[src/rtl/result_streamer_if.sv]
// Valid/ready stream carrying result words plus an end-of-frame flag.
interface result_streamer_if #(
    parameter int unsigned DataWidth = 18
) ();
    logic                 valid;
    logic                 ready;
    logic [DataWidth-1:0] data;
    logic                 last;

    modport master (output valid, output data, output last, input ready);
    modport slave  (input valid, input data, input last, output ready);
endinterface

[src/rtl/result_streamer.sv]
// Drains NUM_RESULTS words from the output memory into a valid/ready stream.
// Optional per-frame checksum is built only when RESULT_CHECKSUM_EN is defined.
module result_streamer #(
    parameter int unsigned RESULT_WIDTH    = 18,
    parameter int unsigned MEM3_ADDR_WIDTH = 4,
    parameter int unsigned NUM_RESULTS     = 16
) (
    input  logic                                    clk,
    input  logic                                    rst_n,
    input  logic                                    writer_done_i,
    output logic                                    read_en_o,
    output logic [MEM3_ADDR_WIDTH-1:0]              read_addr_o,
    input  logic [RESULT_WIDTH-1:0]                 result_out_i,
    result_streamer_if.master                       m_if,
    output logic                                    busy_o,
    output logic                                    stream_done_o,
    output logic [RESULT_WIDTH+MEM3_ADDR_WIDTH-1:0] checksum_o
);
    localparam int unsigned     CntW    = $clog2(NUM_RESULTS + 1);
    localparam int unsigned     EntW    = RESULT_WIDTH + 1;
    localparam int unsigned     SumW    = RESULT_WIDTH + MEM3_ADDR_WIDTH;
    localparam logic [CntW-1:0] NumRes  = CntW'(NUM_RESULTS);
    localparam logic [CntW-1:0] LastIdx = CntW'(NUM_RESULTS - 1);

    typedef enum logic [1:0] {StIdle, StStream, StDrain} state_e;

    state_e          state_q, state_d;
    logic            wd_q;
    logic [CntW-1:0] issued_q, issued_d;
    logic            inflight_q, inflight_last_q;
    logic [EntW-1:0] buf_q [2];
    logic            head_q;
    logic [1:0]      count_q, count_d;
    logic            stream_done_q;

    logic            start, pop, push, bypass, head_last;
    logic [2:0]      credit;
    logic [EntW-1:0] head_ent;

    assign start = writer_done_i & ~wd_q & (state_q == StIdle);

    // A word arriving from memory into an empty buffer is presented directly,
    // so the in-flight read counts as the head entry.
    assign bypass    = (count_q == 2'd0) & inflight_q;
    assign head_ent  = bypass ? {inflight_last_q, result_out_i} : buf_q[head_q];
    assign head_last = head_ent[RESULT_WIDTH];

    assign m_if.valid = (count_q != 2'd0) | inflight_q;
    assign m_if.data  = head_ent[RESULT_WIDTH-1:0];
    assign m_if.last  = head_last;

    assign pop    = m_if.valid & m_if.ready;
    assign push   = inflight_q & ~(bypass & pop);
    assign credit = {1'b0, count_q} + {2'b0, inflight_q} - {2'b0, pop};

    assign read_en_o     = (state_q == StStream) & (issued_q < NumRes) & (credit < 3'd2);
    assign read_addr_o   = MEM3_ADDR_WIDTH'(issued_q);
    assign busy_o        = (state_q != StIdle);
    assign stream_done_o = stream_done_q;

    always_comb begin
        state_d  = state_q;
        issued_d = issued_q;
        count_d  = count_q + {1'b0, push} - {1'b0, pop & ~bypass};
        if (start) begin
            issued_d = '0;
        end else if (read_en_o) begin
            issued_d = issued_q + CntW'(1);
        end
        unique case (state_q)
            StIdle:   if (start) state_d = StStream;
            StStream: if (read_en_o && issued_q == LastIdx) state_d = StDrain;
            StDrain:  if (pop && head_last) state_d = StIdle;
            default:  state_d = StIdle;
        endcase
    end

    always_ff @(posedge clk or negedge rst_n) begin
        if (!rst_n) begin
            state_q         <= StIdle;
            wd_q            <= 1'b1;  // a level already high out of reset is not an edge
            issued_q        <= '0;
            inflight_q      <= 1'b0;
            inflight_last_q <= 1'b0;
            head_q          <= 1'b0;
            count_q         <= 2'd0;
            stream_done_q   <= 1'b0;
            buf_q[0]        <= '0;
            buf_q[1]        <= '0;
        end else begin
            state_q         <= state_d;
            wd_q            <= writer_done_i;
            issued_q        <= issued_d;
            inflight_q      <= read_en_o;
            inflight_last_q <= read_en_o & (issued_q == LastIdx);
            head_q          <= head_q ^ (pop & ~bypass);
            count_q         <= count_d;
            stream_done_q   <= pop & head_last;
            if (push) begin
                buf_q[head_q ^ count_q[0]] <= {inflight_last_q, result_out_i};
            end
        end
    end

`ifdef RESULT_CHECKSUM_EN
    logic [SumW-1:0] sum_q;

    always_ff @(posedge clk or negedge rst_n) begin
        if (!rst_n) begin
            sum_q <= '0;
        end else if (start) begin
            sum_q <= '0;
        end else if (pop) begin
            sum_q <= sum_q + SumW'(head_ent[RESULT_WIDTH-1:0]);
        end
    end

    assign checksum_o = sum_q;
`else
    assign checksum_o = '0;
`endif
endmodule

[src/flat_wrapper.sv]
// flat-port wrapper written by rule: the top's interface ports become plain ports
module result_streamer_flat 
#(
    parameter int unsigned RESULT_WIDTH    = 18,
    parameter int unsigned MEM3_ADDR_WIDTH = 4,
    parameter int unsigned NUM_RESULTS     = 16
)
  (clk, rst_n, writer_done_i, read_en_o, read_addr_o, result_out_i, busy_o, stream_done_o, checksum_o, m_if_valid, m_if_data, m_if_last, m_if_ready);
  result_streamer_if #(.DataWidth((18))) m_if_i ();
  input  logic clk;
  input  logic rst_n;
  input  logic writer_done_i;
  output logic read_en_o;
  output logic [MEM3_ADDR_WIDTH-1:0] read_addr_o;
  input  logic [RESULT_WIDTH-1:0] result_out_i;
  output logic busy_o;
  output logic stream_done_o;
  output logic [RESULT_WIDTH+MEM3_ADDR_WIDTH-1:0] checksum_o;
  output wire logic [$bits(m_if_i.valid)-1:0] m_if_valid;
  output wire logic [$bits(m_if_i.data)-1:0] m_if_data;
  output wire logic [$bits(m_if_i.last)-1:0] m_if_last;
  input wire logic [$bits(m_if_i.ready)-1:0] m_if_ready;
  assign m_if_valid = m_if_i.valid;
  assign m_if_data = m_if_i.data;
  assign m_if_last = m_if_i.last;
  assign m_if_i.ready = m_if_ready;
  result_streamer #(.RESULT_WIDTH(RESULT_WIDTH), .MEM3_ADDR_WIDTH(MEM3_ADDR_WIDTH), .NUM_RESULTS(NUM_RESULTS)) u_core (.clk(clk), .rst_n(rst_n), .writer_done_i(writer_done_i), .read_en_o(read_en_o), .read_addr_o(read_addr_o), .result_out_i(result_out_i), .m_if(m_if_i), .busy_o(busy_o), .stream_done_o(stream_done_o), .checksum_o(checksum_o));
endmodule
[config.mk]
export PLATFORM = sky130hd
export DESIGN_NAME = result_streamer_flat
export DESIGN_NICKNAME = d
export VERILOG_FILES = /design/src/rtl/result_streamer_if.sv /design/src/rtl/result_streamer.sv /design/src/flat_wrapper.sv
export SDC_FILE = /design/constraint.sdc
export NUM_CORES = 1
export LEC_CHECK = 0
export BUFFER_PORTS_ARGS = -buffer_cell sky130_fd_sc_hd__buf_2
export CAP_MARGIN = 30
export CORE_AREA = 4 4 99 101
export DETAILED_ROUTE_END_ITERATION = 10
export DIE_AREA = 0 0 103 105
export GPL_TIMING_DRIVEN = 0
export SLEW_MARGIN = 15
export SYNTH_ARGS = -nofsm -noshare
export SYNTH_HDL_FRONTEND = slang
export SYNTH_SLANG_ARGS = --single-unit
[constraint.sdc]
create_clock -name clk -period 2.8 [get_ports clk]
set_input_delay 0.56 -clock clk [delete_from_list [all_inputs] [get_ports clk]]
set_output_delay 0.56 -clock clk [all_outputs]
set_load 0.01 [all_outputs]
# == After elaboration in Yosys (flattened, before gate mapping) ==
# Cells that the tools add are included.
# word_totals
ff_bits,52
output_inout_bits,49
inputBits,22
elab_cells,67
# op_classes
bitwise_logic,19
n_eq_ne,6
addsub,5
muxes,13
n_lt_le_gt_ge,5
n_reduce_logical,9
# op_table
op,count
19-bit 2-to-1 mux,5
38-bit bitwise mux,1
19-bit demux with 1-bit select,1
1-bit bitwise AND,11
5-bit 2-to-1 mux,2
2-bit 2-to-1 mux,3
2-bit one-hot mux with 3 select lines,1
2-bit nonzero test,3
"5-bit by 1-bit adder with 5-bit output, second input constant",1
"5-bit by 4-bit == test with 1-bit output, second input constant",1
"5-bit less-than comparator, second input constant",1
"2-bit >= comparator, second input constant",2
2-bit zero test,2
"2-bit by 1-bit inequality test with 1-bit output, second input constant",2
1-bit NOT with 2-bit output,2
2-bit by 1-bit adder with 3-bit output,1
1-bit logical AND,3
"3-bit by 2-bit less-than comparator with 1-bit output, second input constant",1
1-bit NOT,3
3-bit AND reduction,1
3-bit by 1-bit subtractor with 3-bit output,1
2-bit by 1-bit adder with 2-bit output,1
"2-bit by 1-bit == test with 1-bit output, second input constant",1
"2-bit == test, second input constant",1
5 further kinds,6

# == Depth between registers and ports, before layout ==
# Gate-level depths: netlist of the first run.
# depth
word_depth,9
ltp_mapped,11
ltp_nobuf,9

# == Least setup slack after synthesis of the first run ==
# Ideal clock, no wire load.
# synth_timing
path_kind,register to output
from,reg u_core.inflight_q
to,out read_en_o
arrival_time_ns,2.390
t_required_ns,2.240
path_buffers,2
stages_incl_launch_ff,11
setup_slack_ns,-0.150
path_cell_list,dfrtp_1 > clkinv_1 > clkbuf_1 > nand2_1 > and2_1 > ha_1 > nand2b_1 > fa_1 > nand4bb_1 > buf_2 > nor2_1
# synth_between
elab_chain_len,5
elab_cells_between_ends,6
cone_classes,2 x add/sub; 1 x order compare; 3 x bitwise
# synth_lines
item,line_no,text
from (decl),result_streamer.sv:30,"logic inflight_q, inflight_last_q;"
from (signal assigned),result_streamer.sv:94,inflight_q <= read_en_o;
1-bit OR,result_streamer.sv:48,assign m_if.valid = (count_q != 2'd0) | inflight_q;
net m_if_valid,flat_wrapper.sv:19,output wire logic [$bits(m_if_i.valid)-1:0] m_if_valid;
1-bit bitwise AND,result_streamer.sv:52,assign pop = m_if.valid & m_if.ready;
3-bit by 1-bit subtractor with 3-bit output,result_streamer.sv:54,"assign credit = {1'b0, count_q} + {2'b0, inflight_q} - {2'b0, pop};"
3-bit by 2-bit less-than comparator with 1-bit output,result_streamer.sv:56,assign read_en_o = (state_q == StStream) & (issued_q < NumRes) & (credit < 3'd2);
1-bit bitwise AND,result_streamer.sv:56,
to (decl),flat_wrapper.sv:13,output logic read_en_o;
# The timed path passes the listed nets, and every way through them passes these cells.

# == Worst setup path in the final report of the first run ==
# layout_timing
from,reg u_core.inflight_q
to,out read_en_o
# layout_between
elab_chain_len,5
elab_cells_between_ends,6
cone_classes,2 x add/sub; 1 x order compare; 3 x bitwise
# layout_lines
item,line_no
branches (longest 2 deep; another with 2-bit by 1-bit adder with 3-bit output),n/a
3-bit by 1-bit subtractor with 3-bit output *,result_streamer.sv:54
3-bit by 2-bit less-than comparator with 1-bit output *,result_streamer.sv:56
1-bit bitwise AND *,result_streamer.sv:56
# Every way passes the cells marked *.

==> implementation parameters, run 1 <==
Parameter                              Value

Power and ir drop
  Switching portion of total power    43.34%
  Flop pwr share    a little over a quarter
  Internal power summed over all cells    roughly 0.0023 W
  Total power    0.003974 W
  P_sw    0.001722 W
  Proportion of power drawn by the clock network    between 10% and 20%
  Power density over the cells    903.8 nW/um^2
  Peak supply drop    0.3901 mV
  P_leak    between 1.5 and 2 nW
  Combinational Power Share    around three fifths

Synth
  Gate count of the mapped netlist    363
  Sequential area share after synthesis    38.10%
  Cell types with the largest area share after synthesis    dfrtp_1 37%, o211ai_1 8.1%, buf_4 6.1%, a311o_1 5.6%, mux2i_1 5.6%
  Prevailing post-synth register cell    dfrtp_1
  Yosys top cell area share    37.34%
  Count of unique library cells instantiated by Yosys    between 40 and 50
  Synthesized area per cell    ~9.4 sq um
  Top cell type by total area after synthesis    dfrtp_1
  FFs w/ async S/R, synth    100.0%
  Post-synth EDFFs    0
  Number of flip-flops and latches in the synthesized netlist    52
  Synth warn    0
  Cell area after synthesis    3418 sq um

Floorplanning
  Core ar.    9021 sq um
  Die area    ~11000 sq um
  Overall die height    around 110 um
  Horiz. Die Dim    just over 100 um
  I/O pin cnt    71
  Initial core utilization    a little under two fifths
  # rows    35

Critical path
  Data arrival time at the worst-slack endpoint    around 2.4 ns
  Reg-to-reg critical path startpoint    u_core.inflight_q
  Worst reg-to-reg path cell count    17
  Category of the worst setup path capture point    output port
  Worst Setup Start Kind    flop
  End point of the critical path    read_en_o
  Highest net fanout along the worst path    4
  Required @ worst endpoint    2.24 ns
  Launch point of the worst path    u_core.inflight_q
  Worst setup path class    flop to output port
  Worst flop-to-flop path endpoint    u_core.buf_q[10]
  Reg-to-reg slack, setup    approximately 0.040 ns

Route
  Top Layer Used    met4
  Wire length per cell    ~18 um
  DR iter-0 viols    around 120
  Routed via count    3195
  Post-route ant nets    0
  Vias per Instance    5.566
  Met3 layer wire length in the routed design    between 600 and 700 um
  Drt pass-1 iters    5
  Detailed route wirelength on metal2    roughly 5000 um
  Wire length on met1    approximately 4400 um
  DR DRC count    0
  Routed Wire Length    approximately 10000 um

Global routing
  Final global-route overflow total    0
  Number of antenna violations at the first check in global routing    0
  Gr usage total    between 10% and 20%
  First-pass GRT wire length    ~16000 um
  Number of global-route vias before repair    approximately 3200
  Maximum number of pins on one net before global-route repair    53

STA
  Slew at the pin closest to its max-slew limit    0.7962 ns
  Slew Viols, Final    0
  Share of the cycle needed by the critical path after routing    107.2%
  Relative slew margins    approximately 47%
  Final count of hold timing violations    0
  Clk_skew    between 0.01 and 0.015 ns
  Hold slack final    0.2660 ns
  Max Freq    roughly 330 MHz
  Final Worst Setup Slack    -0.2009 ns
  Setup repair after global routing missed its margin    true
  Final period demand of the worst path    ~3 ns
  Setup violations, final    1

Clock network
  Clock buffer count from CTS    5
  Bufs on Longest Clock Path    2
  Clock Pin Slew Worst Setup and Hold Paths    about 0.1 ns
  Clock root cell    clkbuf_8
  Level count of the clock H-tree    2
  Clock tree from TritonCTS    yes
  Clock insertion delay at the later pin of the skew report    0.31 ns
  # clock sinks    between 50 and 60

Layout
  Final core occ    ~50%
  Finished Layout Cells    between 500 and 600
  Net total in the final layout    490
  Synthesis-to-layout area growth    28.62%
  Design area    4397 sq um
  Diode insertion count for antenna repair    0
  Fraction of layout instances using a drive strength above 1    between 30% and 40%

Place
  DP Wirelength    between 6000 and 7000 um
  RePlAce Congestion    about 0.8
  IO Port Bufs    48
  Number of cells in the design after placement    between 500 and 600
  DP Area    approximately 3900 sq um

Job
  Max Cap Viol    0

Status
  Result of the run    finished, violations left
  Violations in the final reports    setup timing

Hold path
  Class of the tightest hold or removal check    input port to async pin
-- critical path: stages (launching register included) --
cell and delay [ns]:
dfrtp_2 0.45, inv_4 0.08, clkbuf_16 0.13, nand2_4 0.04, and2_4 0.14, ha_4 0.20
nand2b_4 0.13, fa_1 0.48, nand4bb_1 0.12, buf_6 0.15, nor2_4 0.11, buf_6 0.11
-- registers in the layout, indices dropped and copies added (netlist names) --
| name | cells |
|---|---|
| u_core.head_q | 1 |
| u_core.inflight_q | 1 |
| u_core.count_q | 2 |
| u_core.stream_done_o | 1 |
| u_core.buf_q | 38 |
| u_core.state_q | 2 |
| u_core.wd_q | 1 |
| u_core.inflight_last_q | 1 |
| u_core.issued_q | 5 |
-- worst min path at each step --
stage / slack [ns] / cells past startpoint / from / to
CTS: 0.31 / 1 / rst_n / u_core.buf_q[0]
finish: 0.27 / 1 / rst_n / u_core.buf_q[17]
detailed placement: 0.52 / 1 / u_core.state_q[1] / u_core.state_q[0]
floorplan: 0.26 / 0 / rst_n / u_core.buf_q[0]
global placement: 0.51 / 1 / u_core.state_q[1] / u_core.state_q[0]
global route: 0.33 / 1 / rst_n / u_core.buf_q[17]
-- power groups by stage --
| stage | Clock, W | Sequential [W] | Combinational, W |
|---|---|---|---|
| after global routing | 0.000576 | 0.00107 | 0.00261 |
| final | 0.000530 | 0.00104 | 0.00240 |
| after floorplan | 0 | 0.00102 | 0.00143 |
| after CTS | 0.000541 | 0.00103 | 0.00237 |
| after detailed placement | 0 | 0.00105 | 0.00198 |
| after global placement | 0 | 0.00104 | 0.00195 |
-- layer usage --
metal / track usage, % / up-vias
met2: 29.74 / 119
met5: 0 / -
met1: 26.24 / 1541
li1: - / 1512
met3: 2.670 / 23
met4: 8.881 / 0
-- what timing repair did --
item,CTS,global route
setup endpoints to repair,9,37
pin swaps,7,5
gates resized for setup,39,7
cloned,0,1
endpoints found under the hold margin,0,0
buffers inserted,24,2
hold buffers,0,0
-- cell usage after synthesis (2+ instances only) --
master	instances
nand3_1	3
a21oi_1	5
dfrtp_1	51
nand2b_1	4
or3_1	2
xnor2_1	2
a311o_1	19
mux2i_1	19
o211ai_1	37
o31ai_1	2
ha_1	5
and2_1	3
nor2_1	3
buf_2	22
buf_4	28
a2bb2oi_1	19
o21ai_0	20
nor3_1	18
clkbuf_1	9
and3_1	2
or2_2	3
nor3b_1	4
inv_1	5
nand2_1	42
nor2b_1	2
o2bb2ai_1	18
xor2_1	2
-- layout by cell type, fill, tap and decap left out, types with 3 or more instances in the layout --
| cell type | instances |
|---|---|
| buf_2 | 65 |
| clkbuf_8 | 5 |
| o21ai_0 | 20 |
| o211ai_1 | 37 |
| dfrtp_1 | 50 |
| buf_6 | 4 |
| nor3b_1 | 3 |
| inv_1 | 5 |
| o2bb2ai_1 | 17 |
| a2bb2oi_1 | 10 |
| nor3_1 | 18 |
| a21oi_1 | 4 |
| a2bb2oi_2 | 9 |
| nand3_1 | 3 |
| nand2b_1 | 3 |
| ha_1 | 4 |
| or2_2 | 3 |
| clkbuf_1 | 7 |
| mux2i_1 | 19 |
| nand2_1 | 41 |
| buf_4 | 51 |
| a311o_1 | 19 |
| clkbuf_16 | 3 |
| conb_1 | 22 |
-- stage by stage --
stage	worst slack (ns)	setup TNS, ns
CTS	-0.2713	-1.838
global route	-0.2918	-0.3379
finish	-0.2009	-0.2009
detailed placement	-0.4044	-1.130
global placement	-0.3819	-0.9215
floorplan	0.02695	0
-- cells by family after synthesis --
logic type | after synthesis | synth area share, %
XOR/XNOR | 4 | 1.025
other | 1 | 0.1097
buffers and inverters | 65 | 11.02
flip-flops | 52 | 38.10
AND/OR/NAND/NOR | 91 | 13.10
AO/OA/AOI/OAI | 124 | 28.33
adder cells (fa/ha/maj) | 6 | 2.416
multiplexers | 20 | 5.893
-- final cells by class --
cell class / instances / area (sq um)
buffer: 58 / 419.2
clock buffer: 7 / 76.32
clock inverter: 1 / 30.03
fill: 871 / 4624
inverter: 6 / 25.02
multi-input combinational: 267 / 1953
sequential: 52 / 1304
tap: 111 / 138.9
timing repair buffer: 72 / 450.4
Power figures use the tool's default switching activity.
==> run 2: changes to the inputs <==
--- a/config.mk
+++ b/config.mk
@@ -15,3 +15,4 @@
 export SYNTH_ARGS = -nofsm -noshare
 export SYNTH_HDL_FRONTEND = slang
 export SYNTH_SLANG_ARGS = --single-unit
+export TNS_END_PERCENT = 50
==> implementation parameters, run 2 (synthesis gave the netlist of run 1 again) <==
Parameter                              Value

STA
  Max Freq    331.9 MHz (-0.39%)
  Setup repair after global routing missed its margin    true
  Hold slack final    0.2736 ns (+0.007688 ns)
  Final period demand of the worst path    3.013 ns (+0.01178 ns)
  Setup TNS    -0.2127 ns (-0.01178 ns)
  Relative slew margins    46.14% (-0.78 points)
  Slew Viols, Final    0 (unchanged)
  Slew at the pin closest to its max-slew limit    0.8079 ns (+0.01165 ns)
  Share of the cycle needed by the critical path after routing    107.6% (+0.42 points)
  Setup violations, final    1 (unchanged)
  Final count of hold timing violations    0 (unchanged)
  Final Worst Setup Slack    -0.2127 ns (-0.01178 ns)
  Clk_skew    0.01264 ns (+0.002271 ns)

Global routing
  Gr usage total    19.23% (unchanged)
  Final global-route overflow total    0 (unchanged)
  First-pass GRT wire length    16400 um (unchanged)
  Number of global-route vias before repair    3150 (unchanged)
  Number of antenna violations at the first check in global routing    0 (unchanged)
  Maximum number of pins on one net before global-route repair    53 (unchanged)

Critical path
  CP cell instances    inv_4 > clkbuf_16 > nand2_4 > and2_4 > ha_4 > nand2b_4 > fa_1 > nand4bb_1 > buf_6 > nor2_4 > buf_6
  Category of the worst setup path capture point    output port
  Most used cell along the critical path    buf_6
  Library cell contributing the largest single delay on the critical path    fa_1
  Worst Setup Start Kind    flop
  Maximum cell stage delay along the critical path    0.48 ns (about the same)
  Highest net fanout along the worst path    4 (unchanged)
  Reg-to-reg slack, setup    0.08 ns (+0.04 ns)
  Required @ worst endpoint    2.24 ns (about the same)
  Worst setup path class    flop to output port
  Data arrival time at the worst-slack endpoint    2.45 ns (about the same)

Layout
  Finished Layout Cells    573 (-0.17%)
  Net total in the final layout    489 (-0.20%)
  Sequential cell area in the final layout    1304 sq um (unchanged)
  Top library cells by usage in the layout, fill and taps aside    65 x buf_2, 51 x buf_4, 50 x dfrtp_1
  Fraction of layout instances using a drive strength above 1    34.20% (-0.36 points)
  Diode insertion count for antenna repair    0 (unchanged)
  Fill cell count    874 (+0.34%)
  Largest register FFs    38 (unchanged)
  Most common cell after layout, fill and taps aside    buf_2
  Synthesis-to-layout area growth    28.11%
  Combined area of the multi-input logic cells    1947 sq um (-0.32%)
  Register containing the most flip-flops in the final layout    u_core.buf_q
  Largest registers ranked by flip-flop count    u_core.buf_q x38, u_core.issued_q x5

Hold path
  Class of the tightest hold or removal check    input port to async pin

Clock network
  Clock tree from TritonCTS    yes
  # clock sinks    52 (unchanged)
  Clock buffer count from CTS    5 (unchanged)
  Hold_buf cts    0 (unchanged)
  Clock root cell    clkbuf_8
  Clock Pin Slew Worst Setup and Hold Paths    0.10 ns (about the same)
  Clock insertion delay at the later pin of the skew report    0.31 ns (about the same)
  Bufs on Longest Clock Path    2 (unchanged)
  Level count of the clock H-tree    2 (unchanged)

Status
  Violations in the final reports    setup timing
  Result of the run    finished, violations left

Power and ir drop
  Peak supply drop    0.3920 mV (+0.49%)
  P_sw    0.001721 W (about the same)
  Internal power summed over all cells    0.002244 W (-0.37%)
  P_leak    1.747 nW (-0.41%)
  Proportion of power drawn by the clock network    13.3% (about the same)
  Combinational Power Share    60.3% (about the same)
  Switching portion of total power    43.41% (+0.078 points)
  Flop pwr share    26.3% (about the same)
  Power density over the cells    905.4 nW/um^2 (+0.17%)

Floorplanning
  Die area    10820 sq um (unchanged)
  Horiz. Die Dim    103 um (unchanged)
  Overall die height    105 um (unchanged)
  Initial core utilization    37.89% (unchanged)
  Core ar.    9021 sq um (unchanged)
  # rows    35 (unchanged)
  I/O pin cnt    71 (unchanged)

Place
  RePlAce Congestion    0.8104 (unchanged)
  Worst setup timing slack at the placement stage    -0.4044 ns (unchanged)
  IO Port Bufs    48 (unchanged)
  DP Wirelength    6464 um (unchanged)
  Number of cells in the design after placement    543 (unchanged)

Route
  Wire length per cell    17.94 um (+0.19%)
  Post-route ant nets    0 (unchanged)
  Vias per Instance    5.595 (+0.52%)
  DR DRC count    0 (unchanged)
  DR iter-0 viols    135 (+9.8%)
  Routed via count    3206 (+0.34%)
  Drt pass-1 iters    5 (unchanged)
  Routed Wire Length    10280 um (about the same)

Job
  Max Cap Viol    0 (unchanged)
[run 2: cell type report]
class / instances / area share, %
sequential: 52 / 29.77
timing repair buffer: 71 / 10.03
inverter: 6 / 0.5714
tap: 111 / 3.171
clock inverter: 1 / 0.6857
buffer: 58 / 9.571
multi-input combinational: 267 / 44.46
clock buffer: 7 / 1.743
[run 2: worst paths after layout]
path,to,cells past startpoint,start
min in group clk,u_core.wd_q,1,writer_done_i
worst min-delay path,u_core.buf_q[17],1,rst_n
worst min register to register,u_core.state_q[0],1,u_core.state_q[1]
worst max-delay path,read_en_o,11,u_core.inflight_q
max in group asynchronous,u_core.inflight_q,1,rst_n
worst max register to register,u_core.issued_q[1],12,u_core.inflight_q
[run 2: timing repair]
action,in CTS,in global routing
setup endpoints to repair,9,37
cloned,0,1
setup buffers,24,1
pin swaps,7,5
gates resized for setup,39,5
[run 2: metrics by stage]
stage                     util, %  instance area [sq um]  power [W]
final                       48.54                   4379   0.003965
after detailed placement    43.04                   3882   0.003031
after floorplan                 -                   3501   0.002451
after global routing        48.54                   4379   0.004239
after CTS                   48.42                   4368   0.003941
after global placement      43.01                   3880   0.002991
[run 2: power groups by stage]
| stage | Clock [W] | Combinational (W) | Sequential [W] |
|---|---|---|---|
| after floorplan | 0 | 0.00143 | 0.00102 |
| after CTS | 0.000541 | 0.00237 | 0.00103 |
| final | 0.000529 | 0.00239 | 0.00104 |
| after global placement | 0 | 0.00195 | 0.00104 |
| after detailed placement | 0 | 0.00198 | 0.00105 |
| after global routing | 0.000576 | 0.00259 | 0.00107 |
[run 2: worst max-delay path: cells and delay by family, from the launching register on]
kind	cells	cell delay [ns]
buffers and inverters	4	0.48
adder cells (fa/ha/maj)	2	0.68
flip-flops	1	0.45
AND/OR/NAND/NOR	5	0.54
[run 2: routing by layer]
layer	vias to the layer above	GRT usage, %	share of wire [%]
met3	24	2.670	5.6
met5	-	0	0
met1	1547	26.24	43
met4	0	8.881	3.0
li1	1516	-	-
met2	119	29.74	48
